===== config.mk =====
export PLATFORM = sky130hd
export DESIGN_NAME = imem_fetch_ctrl
export DESIGN_NICKNAME = d
export VERILOG_FILES = /design/src/rtl/cpu_pkg.sv /design/src/rtl/imem_fetch_ctrl.sv
export SDC_FILE = /design/constraint.sdc
export NUM_CORES = 1
export LEC_CHECK = 0
export ABC_CLOCK_PERIOD_IN_PS = 2770
export CELL_PAD_IN_SITES_DETAIL_PLACEMENT = 1
export CELL_PAD_IN_SITES_GLOBAL_PLACEMENT = 1
export CORE_AREA = 8 8 164 120
export DETAILED_ROUTE_END_ITERATION = 16
export DIE_AREA = 0 0 172 128
export GPL_ROUTABILITY_DRIVEN = 1
export GPL_TIMING_DRIVEN = 0
export HOLD_SLACK_MARGIN = 0.08
export PLACE_DENSITY = 0.77
export SYNTH_ARGS = -nofsm -noshare
export SYNTH_HDL_FRONTEND = slang
export SYNTH_SLANG_ARGS = --single-unit

===== constraint.sdc =====
create_clock -name clk -period 2.77 [get_ports clk]
set_clock_uncertainty 0.2 [all_clocks]
set_input_delay 0.554 -clock clk [delete_from_list [all_inputs] [get_ports clk]]
set_output_delay 0.554 -clock clk [all_outputs]
set_load 0.05 [all_outputs]

===== src/rtl/cpu_pkg.sv =====
// cpu_pkg: shared fetch-state encoding, default widths and pc increment
package cpu_pkg;
    localparam int DEF_ADDR_W = 32;
    localparam int DEF_DATA_W = 32;
    localparam int DEF_PC_INC = 4;
    typedef enum logic [1:0] {IDLE, REQ, HOLD, FAULT} fetch_state_t;
    function automatic logic misaligned(input logic [1:0] lsb);
        return lsb != 2'b00;
    endfunction
endpackage


===== src/rtl/imem_fetch_ctrl.sv =====
// imem_fetch_ctrl: fetches the word at pc over req/ack, buffers it for decode, drives pc write-back
// ports: clk/rst (sync, active-high); pc in; pc_write/pc_write_value out;
//        redirect/redirect_target in; imem_req/imem_addr out, imem_ack/imem_rdata in;
//        inst_valid/inst/inst_pc out, inst_ready in; fetch_fault out (sticky until redirect)
module imem_fetch_ctrl
    import cpu_pkg::*;
#(
    parameter int ADDR_W = DEF_ADDR_W,
    parameter int DATA_W = DEF_DATA_W,
    parameter int PC_INC = DEF_PC_INC
) (
    input  logic              clk,
    input  logic              rst,
    input  logic [ADDR_W-1:0] pc,
    output logic              pc_write,
    output logic [ADDR_W-1:0] pc_write_value,
    input  logic              redirect,
    input  logic [ADDR_W-1:0] redirect_target,
    output logic              imem_req,
    output logic [ADDR_W-1:0] imem_addr,
    input  logic              imem_ack,
    input  logic [DATA_W-1:0] imem_rdata,
    output logic              inst_valid,
    input  logic              inst_ready,
    output logic [DATA_W-1:0] inst,
    output logic [ADDR_W-1:0] inst_pc,
    output logic              fetch_fault
);
    fetch_state_t      r_state, w_next;
    logic              r_kill, r_imem_req, r_inst_valid, r_fault;
    logic [ADDR_W-1:0] r_imem_addr, r_inst_pc;
    logic [DATA_W-1:0] r_inst;
    logic              w_redir, w_ack, w_ack_ok, w_enter;
    logic [ADDR_W-1:0] w_fetch_pc;

    assign w_redir  = redirect && r_state != IDLE;
    assign w_ack    = r_state == REQ && imem_ack;
    assign w_ack_ok = w_ack && !r_kill && !w_redir;
    // a redirect's pc_write only lands next cycle, so fetch from the target directly
    assign w_fetch_pc = w_redir ? redirect_target : pc;

    always_ff @(posedge clk) r_state <= rst ? IDLE : w_next;

    always_comb begin
        w_enter = 1'b0;
        w_next  = r_state;
        case (r_state)
            IDLE:  w_enter = 1'b1;
            REQ:   begin
                w_enter = w_ack && !w_ack_ok;
                if (w_ack_ok) w_next = HOLD;
            end
            HOLD:  w_enter = w_redir || inst_ready;
            FAULT: w_enter = w_redir;
        endcase
        if (w_enter) w_next = misaligned(w_fetch_pc[1:0]) ? FAULT : REQ;
    end

    always_comb begin
        pc_write       = w_redir || w_ack_ok;
        pc_write_value = w_redir ? redirect_target : w_ack_ok ? r_imem_addr + ADDR_W'(PC_INC) : '0;
    end

    always_ff @(posedge clk) begin
        if (rst) begin
            r_kill       <= 1'b0;
            r_imem_req   <= 1'b0;
            r_imem_addr  <= '0;
            r_inst_valid <= 1'b0;
            r_inst       <= '0;
            r_inst_pc    <= '0;
            r_fault      <= 1'b0;
        end else begin
            // kill marks the in-flight request as stale until its ack drains it
            r_kill <= r_state == REQ && !imem_ack && (r_kill || w_redir);
            if (w_enter) begin
                r_imem_req <= w_next == REQ;
                if (w_next == REQ) r_imem_addr <= w_fetch_pc;
            end else if (w_ack) begin
                r_imem_req <= 1'b0;
            end
            if (w_ack_ok) begin
                r_inst       <= imem_rdata;
                r_inst_pc    <= r_imem_addr;
                r_inst_valid <= 1'b1;
            end else if (r_state == HOLD && w_enter) begin
                r_inst_valid <= 1'b0;
            end
            r_fault <= w_next == FAULT;
        end
    end

    assign imem_req    = r_imem_req;
    assign imem_addr   = r_imem_addr;
    assign inst_valid  = r_inst_valid;
    assign inst        = r_inst;
    assign inst_pc     = r_inst_pc;
    assign fetch_fault = r_fault;
endmodule

==> results of run 1 <==
-- per-stage QoR --
stage,worst slack (ps),hold WS [ps],util [%],TNS (ps),cell area [sq um]
global placement,-1871,240.6,42.36,-77240,7345
floorplan,-337.2,393.5,-,-950.4,4727
global route,-123.4,274.8,46.95,-602.4,8140
CTS,-5.854,255.5,46.25,-5.854,8019
detailed placement,-1897,245.8,42.36,-80810,7345
finish,-10.94,253.9,46.96,-10.94,8143
-- registers in the layout (all words and copies together) (netlist names) --
name and count:
imem_addr 32, inst 32, inst_pc 32, r_state 2, fetch_fault 1, imem_req 1
inst_valid 1, r_kill 1
-- kinds of logic after synthesis --
family                     after synthesis
AOI/OAI and AO/OA                      134
xor gates and xnor gates                28
adders and majority gates                1
buffers and inverters                   51
DFF                                    102
muxes                                    1
and+or+nand+nor                        291
-- metal layers --
metal / vias up / track usage [%]
met5: - / 0
met4: 0 / 3.539
met3: 17 / 7.108
met2: 147 / 29.94
met1: 2513 / 25.28
li1: 2577 / -
-- worst min-delay path, stage by stage, from the launching register on --
cell,delay (ps)
dfxtp_1,310
nand2_1,50
a21oi_1,50
-- power by group through the flow --
stage               sequential [uW]  clock, uW  combinational (uW)
finish                         1640       1300                1210
global placement               1670          0                1140
floorplan                      1870          0                 454
global route                   1650       1390                1280
detailed placement             1670          0                1150
CTS                            1640       1350                1200
-- final cells by class --
type | instances | share of cell area, %
repair buffers | 249 | 30.65
diodes | 1 | 0.03073
clock buffers | 10 | 2.935
flip-flops and latches | 102 | 25.97
plain buffers | 40 | 3.058
clock inverters | 5 | 0.7068
well taps | 236 | 3.626
multi-input cells | 455 | 32.79
inverters | 5 | 0.2305
-- worst paths after layout --
| kind | start | endpoint | cells after the start |
|---|---|---|---|
| max reg2reg | r_state[0]$_SDFF_PP0_ | imem_addr[27]$_SDFFE_PP0P_ | 6 |
| min reg2reg | inst_pc[0]$_SDFFE_PP0P_ | inst_pc[0]$_SDFFE_PP0P_ | 2 |
| max | imem_addr[7]$_SDFFE_PP0P_ | pc_write_value[29] | 6 |
| min | inst_pc[0]$_SDFFE_PP0P_ | inst_pc[0]$_SDFFE_PP0P_ | 2 |
-- Yosys cell counts (all sizes together) --
cell     number  area (sq um)
a2111oi       1         27.53
a21oi        68         340.3
xor2         12         105.1
buf           4         27.52
mux2i         1         10.01
clkbuf       42         157.7
a311oi       30         262.8
nor2b         2         12.51
dfxtp       102          2042
nor3b         3         22.52
o21a          1         7.510
nand4         6         37.54
o21ai        31         158.9
xnor2        16         140.1
nor2         40         150.1
ha            1         12.51
inv           5         18.77
nand2       202         758.2
o31ai         1         7.510
and4          5         43.79
nand3        15         75.07
or2           1         6.260
and3          5         31.28
nor3          5         25.02
nor4          7         43.79
a211oi        2         15.01
-- what timing repair did --
item,in CTS,in global routing
pin swaps,11,7
endpoints found under the setup margin,100,19
setup buffers,10,7
hold buffers,0,0
resized for setup,296,17
==> metrics.txt, run 1 <==
Routed met2 length 9.667 mm; Net Sw Frac 34.42%; Finish-stage setup viols 1; vias in the first global route 5560; placement row count 41; power share of the sequential group 39.5%; largest net degree at the start of global routing 17; drt pass-1 iters 4; CTS tree done; Achievable Freq 359.6 MHz; commonest cells after routing, fill and taps aside nand2_1, clkdlybuf4s50_1, dfxtp_1; leakage power total 0.002855 uW; Tmin final 2781 ps; sequence of cells on the critical path nand3_2 -> or2_4 -> nor4_4 -> xnor2_2 -> o21ai_4 -> buf_6; placer's final routability congestion estimate 0.7888; PnR Total Power 4153 uW; core area 17340 sq um; Met1 Wirelength 10.14 mm; H-tree depth reported by CTS 3; synth warn 0; Slew Limit Fails 0; worst-case clock buffer depth 2; Via Count 5254; WL final 21.85 mm; Die Area 22020 sq um; Largest stage delay, worst path 430 ps; CP delay by family, top simple AND/OR/NAND/NOR gates; Final period util 100.4%; Crit. End Element output pin; Overflow after GRT 0; max cap viols 0; internal power 2724 uW; commonest non-fill, non-tap cell in the layout nand2_1; vias per cell 4.763; clock share of power 31.3%; sequential share of the synthesized area 44.98%; NetSw 1429 uW; Die X 172 um; wire length on met3 1.862 mm; I/O Buffers 232; crit path DAT 2030 ps; GRT Util Overall 19.27%; fraction of layout cells with a size suffix above 1 17.32%; worst skew pair latency 340 ps; fin nets 964; post-DP HPWL 16.64 mm; Distinct cells, synth 28; antenna violations before repair 0; Net Count, Synth 710; worst slew pin tran 728.0 ps; placed cell count 1076; Avg Cell Area, Syn 7.466 sq um; first-pass GRT wire length 32.86 mm; CTS Buf Count 9; pwr dens 510.1 nW/um^2; Final Hold Viols 0; Fillers 2085; # IOs 233; DR WL/cell 19.81 um; Syn Std Cell Area 4539 sq um; Adder-Cell Fraction of Synth Area 0.2756%; HP Class reg -> reg; violated checks negative setup slack; mux contribution to synthesized area 0.2205%; run status finished with violations; CTS Sinks 102; Starting DRT DRC Count 248; flops & latches, synth 102; CP Data Required Time 2020 ps; post-synthesis compound-gate area fraction 18.05%; Logic pwr share 29.2%; filler-free cell count of the finished design 1103; area of the multi-input gates 2670 sq um; r2r setup slk 130 ps; RSZ-0062 raised after global routing yes; Post-Synth XOR/XNOR Area 5.402%; die height 128 um; antenna-violating nets left 0; worst setup margin -10.94 ps; Root Driver clkbuf_16; crit path kind reg -> out; FF/Latch Area 2115 sq um; slowest CP cell dfxtp_4; VDD IR max 261.1 uV; worst path bufs/invs 1; worst-path fanout max 7; Starting Density 26.18%; Worst-path clk slew 70 ps; main combinational cell family by area after synthesis simple AND/OR/NAND/NOR gates; final routed DRC violation total 0; Critical Path Source Type flip-flop; simple logic cell fraction of the synthesized area 26.57%; cells after synthesis 608; Area Overhead vs Synth 79.38%; Slew Limit Headroom 51.09%; highest metal used met4
(Power assumes the default switching activity.)
==> run 2: changes to the inputs <==
--- a/config.mk
+++ b/config.mk
@@ -8,13 +8,14 @@
 export ABC_CLOCK_PERIOD_IN_PS = 2770
 export CELL_PAD_IN_SITES_DETAIL_PLACEMENT = 1
 export CELL_PAD_IN_SITES_GLOBAL_PLACEMENT = 1
-export CORE_AREA = 8 8 164 120
+export CORE_AREA = 8 8 162 118
+export CTS_BUF_LIST = sky130_fd_sc_hd__clkbuf_8
 export DETAILED_ROUTE_END_ITERATION = 16
-export DIE_AREA = 0 0 172 128
+export DIE_AREA = 0 0 170 126
 export GPL_ROUTABILITY_DRIVEN = 1
 export GPL_TIMING_DRIVEN = 0
 export HOLD_SLACK_MARGIN = 0.08
-export PLACE_DENSITY = 0.77
+export PLACE_DENSITY = 0.79
 export SYNTH_ARGS = -nofsm -noshare
 export SYNTH_HDL_FRONTEND = slang
 export SYNTH_SLANG_ARGS = --single-unit
==> run 2 against run 1 <==
The flow still finishes with violations (negative setup slack); clock power fell by 14%; clock-buffer cell count did not move; setup slack got worse by 51 ps; via count up 3.5%; combinational power up 4%; maximum frequency is 1.8% lower; cell count grew 1.5%; register-to-register slack better by 70 ps; die area decreased by 2.7%; sequential cell count did not move.
==> metrics.txt, run 2 (synthesis results as in run 1) <==
H-tree depth reported by CTS 3 (unchanged); Finish-stage setup viols 6 (+5); Crit. End Element output pin; Root Driver clkbuf_8; antenna violations before repair 0 (unchanged); sequence of cells on the critical path and4_4 -> nand4_1 -> buf_6 -> buf_6 -> nor4_4 -> xnor2_2 -> o21ai_4 -> buf_8; Final Hold Viols 0 (unchanged); Starting DRT DRC Count 251 (+1.2%); Slew Limit Fails 0 (unchanged); die height 126 um (-1.6%); commonest cells after routing, fill and taps aside nand2_1, clkdlybuf4s50_1, dfxtp_1; FF/Latch Area 2123 sq um (+0.41%); core area 16720 sq um (-3.6%); crit path kind reg -> out; Die Area 21420 sq um (-2.7%); worst-path fanout max 8 (+1); area of the multi-input gates 2726 sq um (+2.1%); fraction of layout cells with a size suffix above 1 19.80% (+2.5 points); worst slew pin tran 773.3 ps (+45.32 ps); pwr dens 481.7 nW/um^2 (-5.6%); drt pass-1 iters 4 (unchanged); clock share of power 27.9% (-3.4 points); Overflow after GRT 0 (unchanged); Via Count 5438 (+3.5%); Net Sw Frac 36.01% (+1.6 points); power share of the sequential group 40.6% (+1.1 points); fin nets 986 (+2.3%); placer's final routability congestion estimate 0.7837 (-0.65%); worst setup margin -62.07 ps (-51.13 ps); Core Util, Final 49.86% (+2.9 points); Die X 170 um (-1.2%); Worst-path clk slew 110 ps (+40 ps); pre-CTS WS -1961 ps (-63.90 ps); NetSw 1446 uW (+1.1%); worst-case clock buffer depth 2 (unchanged); Tmin final 2832 ps (+51.13 ps); CTS Buf Count 9 (unchanged); largest net degree at the start of global routing 18 (+1); final routed DRC violation total 0 (unchanged); vias in the first global route 5755 (+3.5%); CTS Sinks 102 (unchanged); PnR Total Power 4015 uW (-3.3%); Logic pwr share 31.5% (+2.3 points); CP Data Required Time 2020 ps (about the same); setup tns final -229.1 ps (-218.2 ps); r2r setup slk 200 ps (+70 ps); worst skew pair latency 390 ps (+50 ps); Starting Density 27.16% (+0.98 points); Critical Path Source Type flip-flop; run status finished with violations; Fillers 1993 (-4.4%); Largest stage delay, worst path 380 ps (-50 ps); commonest non-fill, non-tap cell in the layout nand2_1; # IOs 233 (unchanged); Area Overhead vs Synth 83.60%; ANT cells 0 (-1); slowest CP cell dfxtp_4; I/O Buffers 232 (unchanged); first-pass GRT wire length 33.91 mm (+3.2%); VDD IR max 317.0 uV (+21%); Slew Limit Headroom 48.05% (-3.0 points); WL final 22.63 mm (+3.6%); DR WL/cell 20.20 um (+2.0%); violated checks negative setup slack; leakage power total 0.003016 uW (+5.6%); vias per cell 4.855 (+1.9%); internal power 2569 uW (-5.7%); CTS tree done; placement row count 40 (-2.4%); max cap viols 0 (unchanged); Cell Area, Placed 7338 sq um (about the same); antenna-violating nets left 0 (unchanged); RSZ-0062 raised after global routing yes; GRT Util Overall 20.36% (+1.1 points); post-route cell area 8334 sq um (+2.4%); crit path DAT 2080 ps (+50 ps); Final period util 102.2% (+1.8 points); Achievable Freq 353.1 MHz (-1.8%); HP Class reg -> reg; CP most frequent cell buf_6; post-DP HPWL 16.73 mm (+0.57%)
==> run 2: power by group through the flow <==
stage          clock network (uW)  registers [uW]  logic, uW
3_3_place_gp                    0            1670       1140
2_1_floorplan                   0            1870        454
5_1_grt                      1190            1640       1340
3_5_place_dp                    0            1670       1150
4_1_cts                      1140            1640       1220
6_report                     1120            1630       1260
==> run 2: path summary, 6_finish.rpt <==
kind | endpoint | start | cells past startpoint
worst min-delay path | inst_pc[3]$_SDFFE_PP0P_ | inst_pc[3]$_SDFFE_PP0P_ | 2
worst max-delay path | pc_write_value[30] | imem_addr[11]$_SDFFE_PP0P_ | 8
worst max register to register | imem_addr[22]$_SDFFE_PP0P_ | r_state[0]$_SDFF_PP0_ | 7
worst min register to register | inst_pc[3]$_SDFFE_PP0P_ | inst_pc[3]$_SDFFE_PP0P_ | 2
==> run 2: cell type report <==
class                   count  area share (%)
plain buffers              40           2.822
repair buffers            271           32.55
clock inverters             6           1.096
flip-flops and latches    102           25.48
multi-input cells         455           32.71
inverters                   5          0.2252
well taps                 231           3.468
clock buffers              10           1.651
==> run 2: per-stage QoR <==
stage                     cells  hold slack [ps]
final                      1120            258.0
after global routing       1120            271.6
after CTS                  1100            262.6
after detailed placement   1071            247.3
after global placement     1071            241.1
after floorplan             608            393.5
==> run 2: worst max-delay path, delay by kind of cell (launching register included) <==
| kind | cells | cell delay, ps |
|---|---|---|
| AND/OR/NAND/NOR | 3 | 540 |
| buffers and inverters | 3 | 480 |
| flip-flops | 1 | 380 |
| AO/OA/AOI/OAI | 1 | 150 |
| XOR/XNOR | 1 | 130 |
==> run 2: repair_timing <==
| item | in CTS | in global routing |
|---|---|---|
| resized for setup | 302 | 31 |
| pin swaps | 11 | 9 |
| hold buffers | 0 | 0 |
| endpoints found under the setup margin | 90 | 69 |
| buffers inserted | 19 | 20 |
==> run 2: routing by layer <==
metal	vias to the layer above	wire [um]	track usage [%]
met5	-	0	0
met3	13	2024	7.397
met1	2631	9909	25.76
met2	175	10510	32.89
met4	0	181	3.858
li1	2619	-	-
==> run 3: changes to the inputs <==
--- a/config.mk
+++ b/config.mk
@@ -5,13 +5,13 @@
 export SDC_FILE = /design/constraint.sdc
 export NUM_CORES = 1
 export LEC_CHECK = 0
-export ABC_CLOCK_PERIOD_IN_PS = 2770
+export ABC_CLOCK_PERIOD_IN_PS = 2900
 export CELL_PAD_IN_SITES_DETAIL_PLACEMENT = 1
 export CELL_PAD_IN_SITES_GLOBAL_PLACEMENT = 1
-export CORE_AREA = 8 8 162 118
+export CORE_AREA = 2 2 156 112
 export CTS_BUF_LIST = sky130_fd_sc_hd__clkbuf_8
 export DETAILED_ROUTE_END_ITERATION = 16
-export DIE_AREA = 0 0 170 126
+export DIE_AREA = 0 0 158 114
 export GPL_ROUTABILITY_DRIVEN = 1
 export GPL_TIMING_DRIVEN = 0
 export HOLD_SLACK_MARGIN = 0.08
==> constraint.sdc (replaced) <==
create_clock -name clk -period 2.9 [get_ports clk]
set_clock_uncertainty 0.2 [all_clocks]
set_input_delay 0.58 -clock clk [delete_from_list [all_inputs] [get_ports clk]]
set_output_delay 0.58 -clock clk [all_outputs]
set_load 0.05 [all_outputs]
==> run 3 against run 2 <==
Hold slack improved by 4.0 ps; global-route usage increased by 1.8 points; via count decreased by 1.2%; sequential share of layout area increased by 1.2 points; register-to-register slack improved by 70 ps; largest cell class unchanged; clock-buffer cell count decreased by 1; the run now ends clean; cell count decreased by 1.4%.
==> metrics.txt, run 3 (synthesis results as in run 1) <==
Net Sw Frac 38.02% (+2.0 points); post-DP HPWL 15.06 mm (-10%); FF/Latch Area 2112 sq um (-0.53%); Worst-path clk slew 110 ps (about the same); CP Data Required Time 2120 ps (+100 ps); Achievable Freq 351.0 MHz; worst skew pair latency 370 ps (-20 ps); worst-case clock buffer depth 2 (unchanged); Final period util 98.23%; Crit. End Element output pin; CTS Buf Count 9 (unchanged); Starting Density 27.16% (unchanged); VDD IR max 265.6 uV (-16%); Root Driver clkbuf_8; Slew Limit Headroom 49.69% (+1.6 points); setup tns final 0 ps (+229.1 ps); antenna violations before repair 0 (unchanged); highest metal used met4; Final Hold Viols 0 (unchanged); wire length on met3 1.452 mm (-28%); crit path kind reg -> out; die height 114 um (-9.5%); run status finished, final reports clean; Logic pwr share 31.5% (about the same); worst slew pin tran 748.9 ps (-24.47 ps); largest net degree at the start of global routing 19 (+1); fin nets 970 (-1.6%); Core Util, Final 47.41% (-2.4 points); hold_sp inst[19]$_SDFFE_PP0P_; area of the multi-input gates 2609 sq um (-4.3%); antenna-violating nets left 0 (unchanged); critical register-to-register path endpoint imem_addr[23]$_SDFFE_PP0P_; core area 16720 sq um (unchanged); CTS tree done; placement row count 40 (unchanged); drt pass-1 iters 4 (unchanged); r2r setup slk 270 ps (+70 ps); Met1 Wirelength 9.838 mm (-0.72%); WL final 20.71 mm (-8.5%); leakage power total 0.002841 uW (-5.8%); Hold EP inst[19]$_SDFFE_PP0P_; hold buffer count at cts 0 (unchanged); ANT cells 0 (unchanged); R2R Path Start r_state[0]$_SDFF_PP0_; final routed DRC violation total 0 (unchanged); GRT Util Overall 22.17% (+1.8 points); clock share of power 24.7% (-3.2 points); H-tree depth reported by CTS 3 (unchanged); Routed met2 length 9.261 mm (-12%); commonest cells after routing, fill and taps aside nand2_1, clkdlybuf4s50_1, dfxtp_1; CTS Sinks 102 (unchanged); crit path DAT 2070 ps (about the same); Overflow after GRT 0 (unchanged); max cap viols 0 (unchanged); vias in the first global route 5431 (-5.6%); Starting DRT DRC Count 169 (-33%); Via Count 5375 (-1.2%); cell count of the worst reg-to-reg path 7 (unchanged); Slew Limit Fails 0 (unchanged); Die X 158 um (-7.1%); power share of the sequential group 43.8% (+3.2 points); # IOs 233 (unchanged); Tmin final 2849 ps; internal power 2227 uW (-13%); Die Area 18010 sq um (-16%); fraction of layout cells with a size suffix above 1 16.61% (-3.2 points); Fillers 1994 (+0.050%); Finish-stage setup viols 0 (-6); Area Overhead vs Synth 74.59%; I/O Buffers 232 (unchanged); hold path cells 2 (unchanged); vias per cell 4.869 (+0.27%); RSZ-0062 raised after global routing yes; pwr dens 453.3 nW/um^2 (-5.9%); first-pass GRT wire length 30.78 mm (-9.2%); commonest non-fill, non-tap cell in the layout nand2_1; Critical Path Source Type flip-flop; worst-path fanout max 8 (unchanged); NetSw 1366 uW (-5.5%); DR WL/cell 18.76 um (-7.2%); HP Class reg -> reg; placer's final routability congestion estimate 0.7870 (+0.42%)
[run 3: critical path: stages, from the launching register on]
cell     delay (ps)
dfxtp_4         400
and4_4          250
nand4_1         120
buf_6           200
nor4_4          300
xnor2_2         110
o21ai_4         150
buf_8           160
[run 3: layer usage]
layer | up-vias | GRT usage, %
li1 | 2588 | -
met1 | 2612 | 31.13
met2 | 163 | 34.20
met3 | 12 | 6.535
met4 | 0 | 3.664
met5 | - | 0
[run 3: power groups by stage]
| stage | clock, uW | combinational [uW] | sequential [uW] |
|---|---|---|---|
| floorplan | 0 | 418 | 1780 |
| global placement | 0 | 1060 | 1590 |
| detailed placement | 0 | 1070 | 1600 |
| CTS | 917 | 1070 | 1580 |
| global route | 968 | 1200 | 1580 |
| finish | 889 | 1130 | 1570 |
[run 3: area by class of cell]
type / instances / share of cell area, %
repair buffers: 255 / 31.42
well taps: 231 / 3.647
plain buffers: 40 / 2.826
multi-input cells: 455 / 32.92
inverters: 5 / 0.2368
flip-flops and latches: 102 / 26.65
clock buffers: 9 / 1.563
clock inverters: 7 / 0.7420
[run 3: timing repair]
action,4_1_cts,5_1_grt
gates resized for setup,260,44
pin swaps,3,10
setup endpoints to repair,52,36
setup buffers,5,18
[run 3: how the worst max path moves through the flow]
stage | slack [ps] | startpoint | to
6_report | 50 | imem_addr[20]$_SDFFE_PP0P_ | pc_write_value[31]
3_3_place_gp | -1820 | redirect | pc_write_value[3]
3_5_place_dp | -1750 | redirect | pc_write_value[3]
4_1_cts | 2 | imem_ack | pc_write_value[3]
2_1_floorplan | -290 | redirect | pc_write_value[4]
5_1_grt | -70 | imem_addr[20]$_SDFFE_PP0P_ | pc_write_value[31]
[run 3: metrics by stage]
stage,cell area [sq um],hold slack (ps),total power (uW),instances,setup slack (ps)
global route,7925,280.8,3748,1104,-72.02
CTS,7595,263.0,3567,1086,1.571
floorplan,4628,400.4,2200,608,-292.1
global placement,7239,241.5,2658,1071,-1824
detailed placement,7239,247.1,2671,1071,-1755
finish,7925,262.0,3593,1104,51.28
==> patch, RTL diff (flow settings as in run 1) <==
Encoding of `fetch_state_t`: now one-hot (4 bits for 4 states).
--- a/src/rtl/cpu_pkg.sv
+++ b/src/rtl/cpu_pkg.sv
@@ -3,7 +3,7 @@
     localparam int DEF_ADDR_W = 32;
     localparam int DEF_DATA_W = 32;
     localparam int DEF_PC_INC = 4;
-    typedef enum logic [1:0] {IDLE, REQ, HOLD, FAULT} fetch_state_t;
+    typedef enum logic [3:0] {IDLE = 4'b0001, REQ = 4'b0010, HOLD = 4'b0100, FAULT = 4'b1000} fetch_state_t;
     function automatic logic misaligned(input logic [1:0] lsb);
         return lsb != 2'b00;
     endfunction
Formal check against the unedited RTL: same outputs for any inputs over 4 cycles, from zero or initial values and one cycle with rst high; so few cycles prove little.
==> patch against run 1 <==
  * The run still ends with setup timing left
  * Setup slack worse by 0.26 ns
  * First-iteration DRC count is 18% higher
  * Sequential cell count is 2 higher
  * Final area is 6.1% higher
  * Cell count is 2.2% higher
  * Die area stayed put
  * Via count is 5.0% higher
  * Clock power is 6% lower
  * Wire length is 5.2% higher
  * Synthesized area is 6.3% higher
  * Total power is 5.7% higher
==> patch: results <==
logic_synthesis:
  synth_common_cells: "nand2_1 (175), dfxtp_1 (104), a21oi_1 (98)"
  syn_inst: 615
  seq_area_frac_synth_pct: 43.16
  synth_xor_xnor_area_share_pct: 5.084
  muxShareOfSynthArea_pct: 0.4410
  yosysWarnings: 0
  synth_fa_ha_area_share_pct: 0.2594
  yosysUniqueCellTypes: 41
  synth_fp_nets: 717
pwr:
  pwr-share-comb_pct: 33.6
  sw_frac_of_total_pct: 36.73
  p_per_area_mw_per_mm2: 508.1
  pwr-share-seq_pct: 38.5
  leakagePower_nw: 3.006
  ir_drop_mv: 0.2365
cells_and_area:
  final.fill_count: 2067
  n_antenna_cell: 0
  final_util_pct: 49.81
  final_common_cell: "clkdlybuf4s50_1"
  final_net_count: 988
  instances_no_fill: 1127
  drive_gt1_share_pct: 20.09
timing:
  max-slew-margin-rel_pct: 51.64
  holdWs_ns: 0.2560
  tns_ns: -7.116
  fin_ws_ns: -0.2708
  setup_viol: 32
route:
  route.met2.wl_mm: 10.19
  drt-initial-drc-count: 292
  wl_per_cell_um: 20.39
  route.met3.wl_mm: 2.193
  met1_length_mm: 10.48
  viasPerCell: 4.896
critical_path:
  slowest_stage: "or3_4"
  cpPeakStageDelay_ns: 0.51
  reg2reg_from: "r_state[2]"
  reg2reg_to: "imem_addr[12]"
  worstRegToRegCells: 9
  crit_end: "pc_write_value[22]"
  cp.arrival_ns: 2.29
  reg2reg_slack_ns: 0.13
run_status:
  violations: "setup timing"
  outcome: "complete, but fails checks"
global_route:
  grt_pass1_wl_mm: 34.46
  grt_usage_pct: 20.33
  met2_usage_pct: 31.96
  grt_pass1_vias: 5847
  grtUsageMet1_pct: 26.50
  gr-usage-met3_pct: 7.385
min_path:
  holdPathEnd: "inst[19]"
  hold_start: "inst[19]"
cts:
  root_buffer: "clkbuf_16"
placement:
  dp.final_hpwl_mm: 17.15
  gp_congestion: 0.8075
  post_dp_cell_area_mm2: 0.007823
  numPortBuffers: 231
  pre_cts_slack_ns: -1.221
## patch: cell count changes after synthesis, sizes merged, moves of 4 or more
cell / delta
a311oi: -30
a21boi: +27
xnor2: -7
nand2: -27
nand4: +4
clkbuf: -23
a211oi: +26
nor2: -27
xor2: +7
nand3: -5
buf: +24
a21oi: +30
## patch: final cells by class
| type | count | area [um^2] | share of cell area [%] |
|---|---|---|---|
| buffer | 45 | 341.6 | 3.955 |
| clock buffer | 11 | 242.7 | 2.810 |
| clock inverter | 5 | 31.28 | 0.3622 |
| inverter | 4 | 15.01 | 0.1738 |
| multi-input combinational | 460 | 2915 | 33.75 |
| sequential | 104 | 2122 | 24.57 |
| tap | 236 | 295.3 | 3.419 |
| timing repair buffer | 262 | 2674 | 30.96 |
## patch: repair_timing
action | in CTS | in global routing
cloned | 2 | 1
setup buffers | 14 | 14
pin swaps | 7 | 16
endpoints found under the setup margin | 33 | 32
resized for setup | 271 | 22
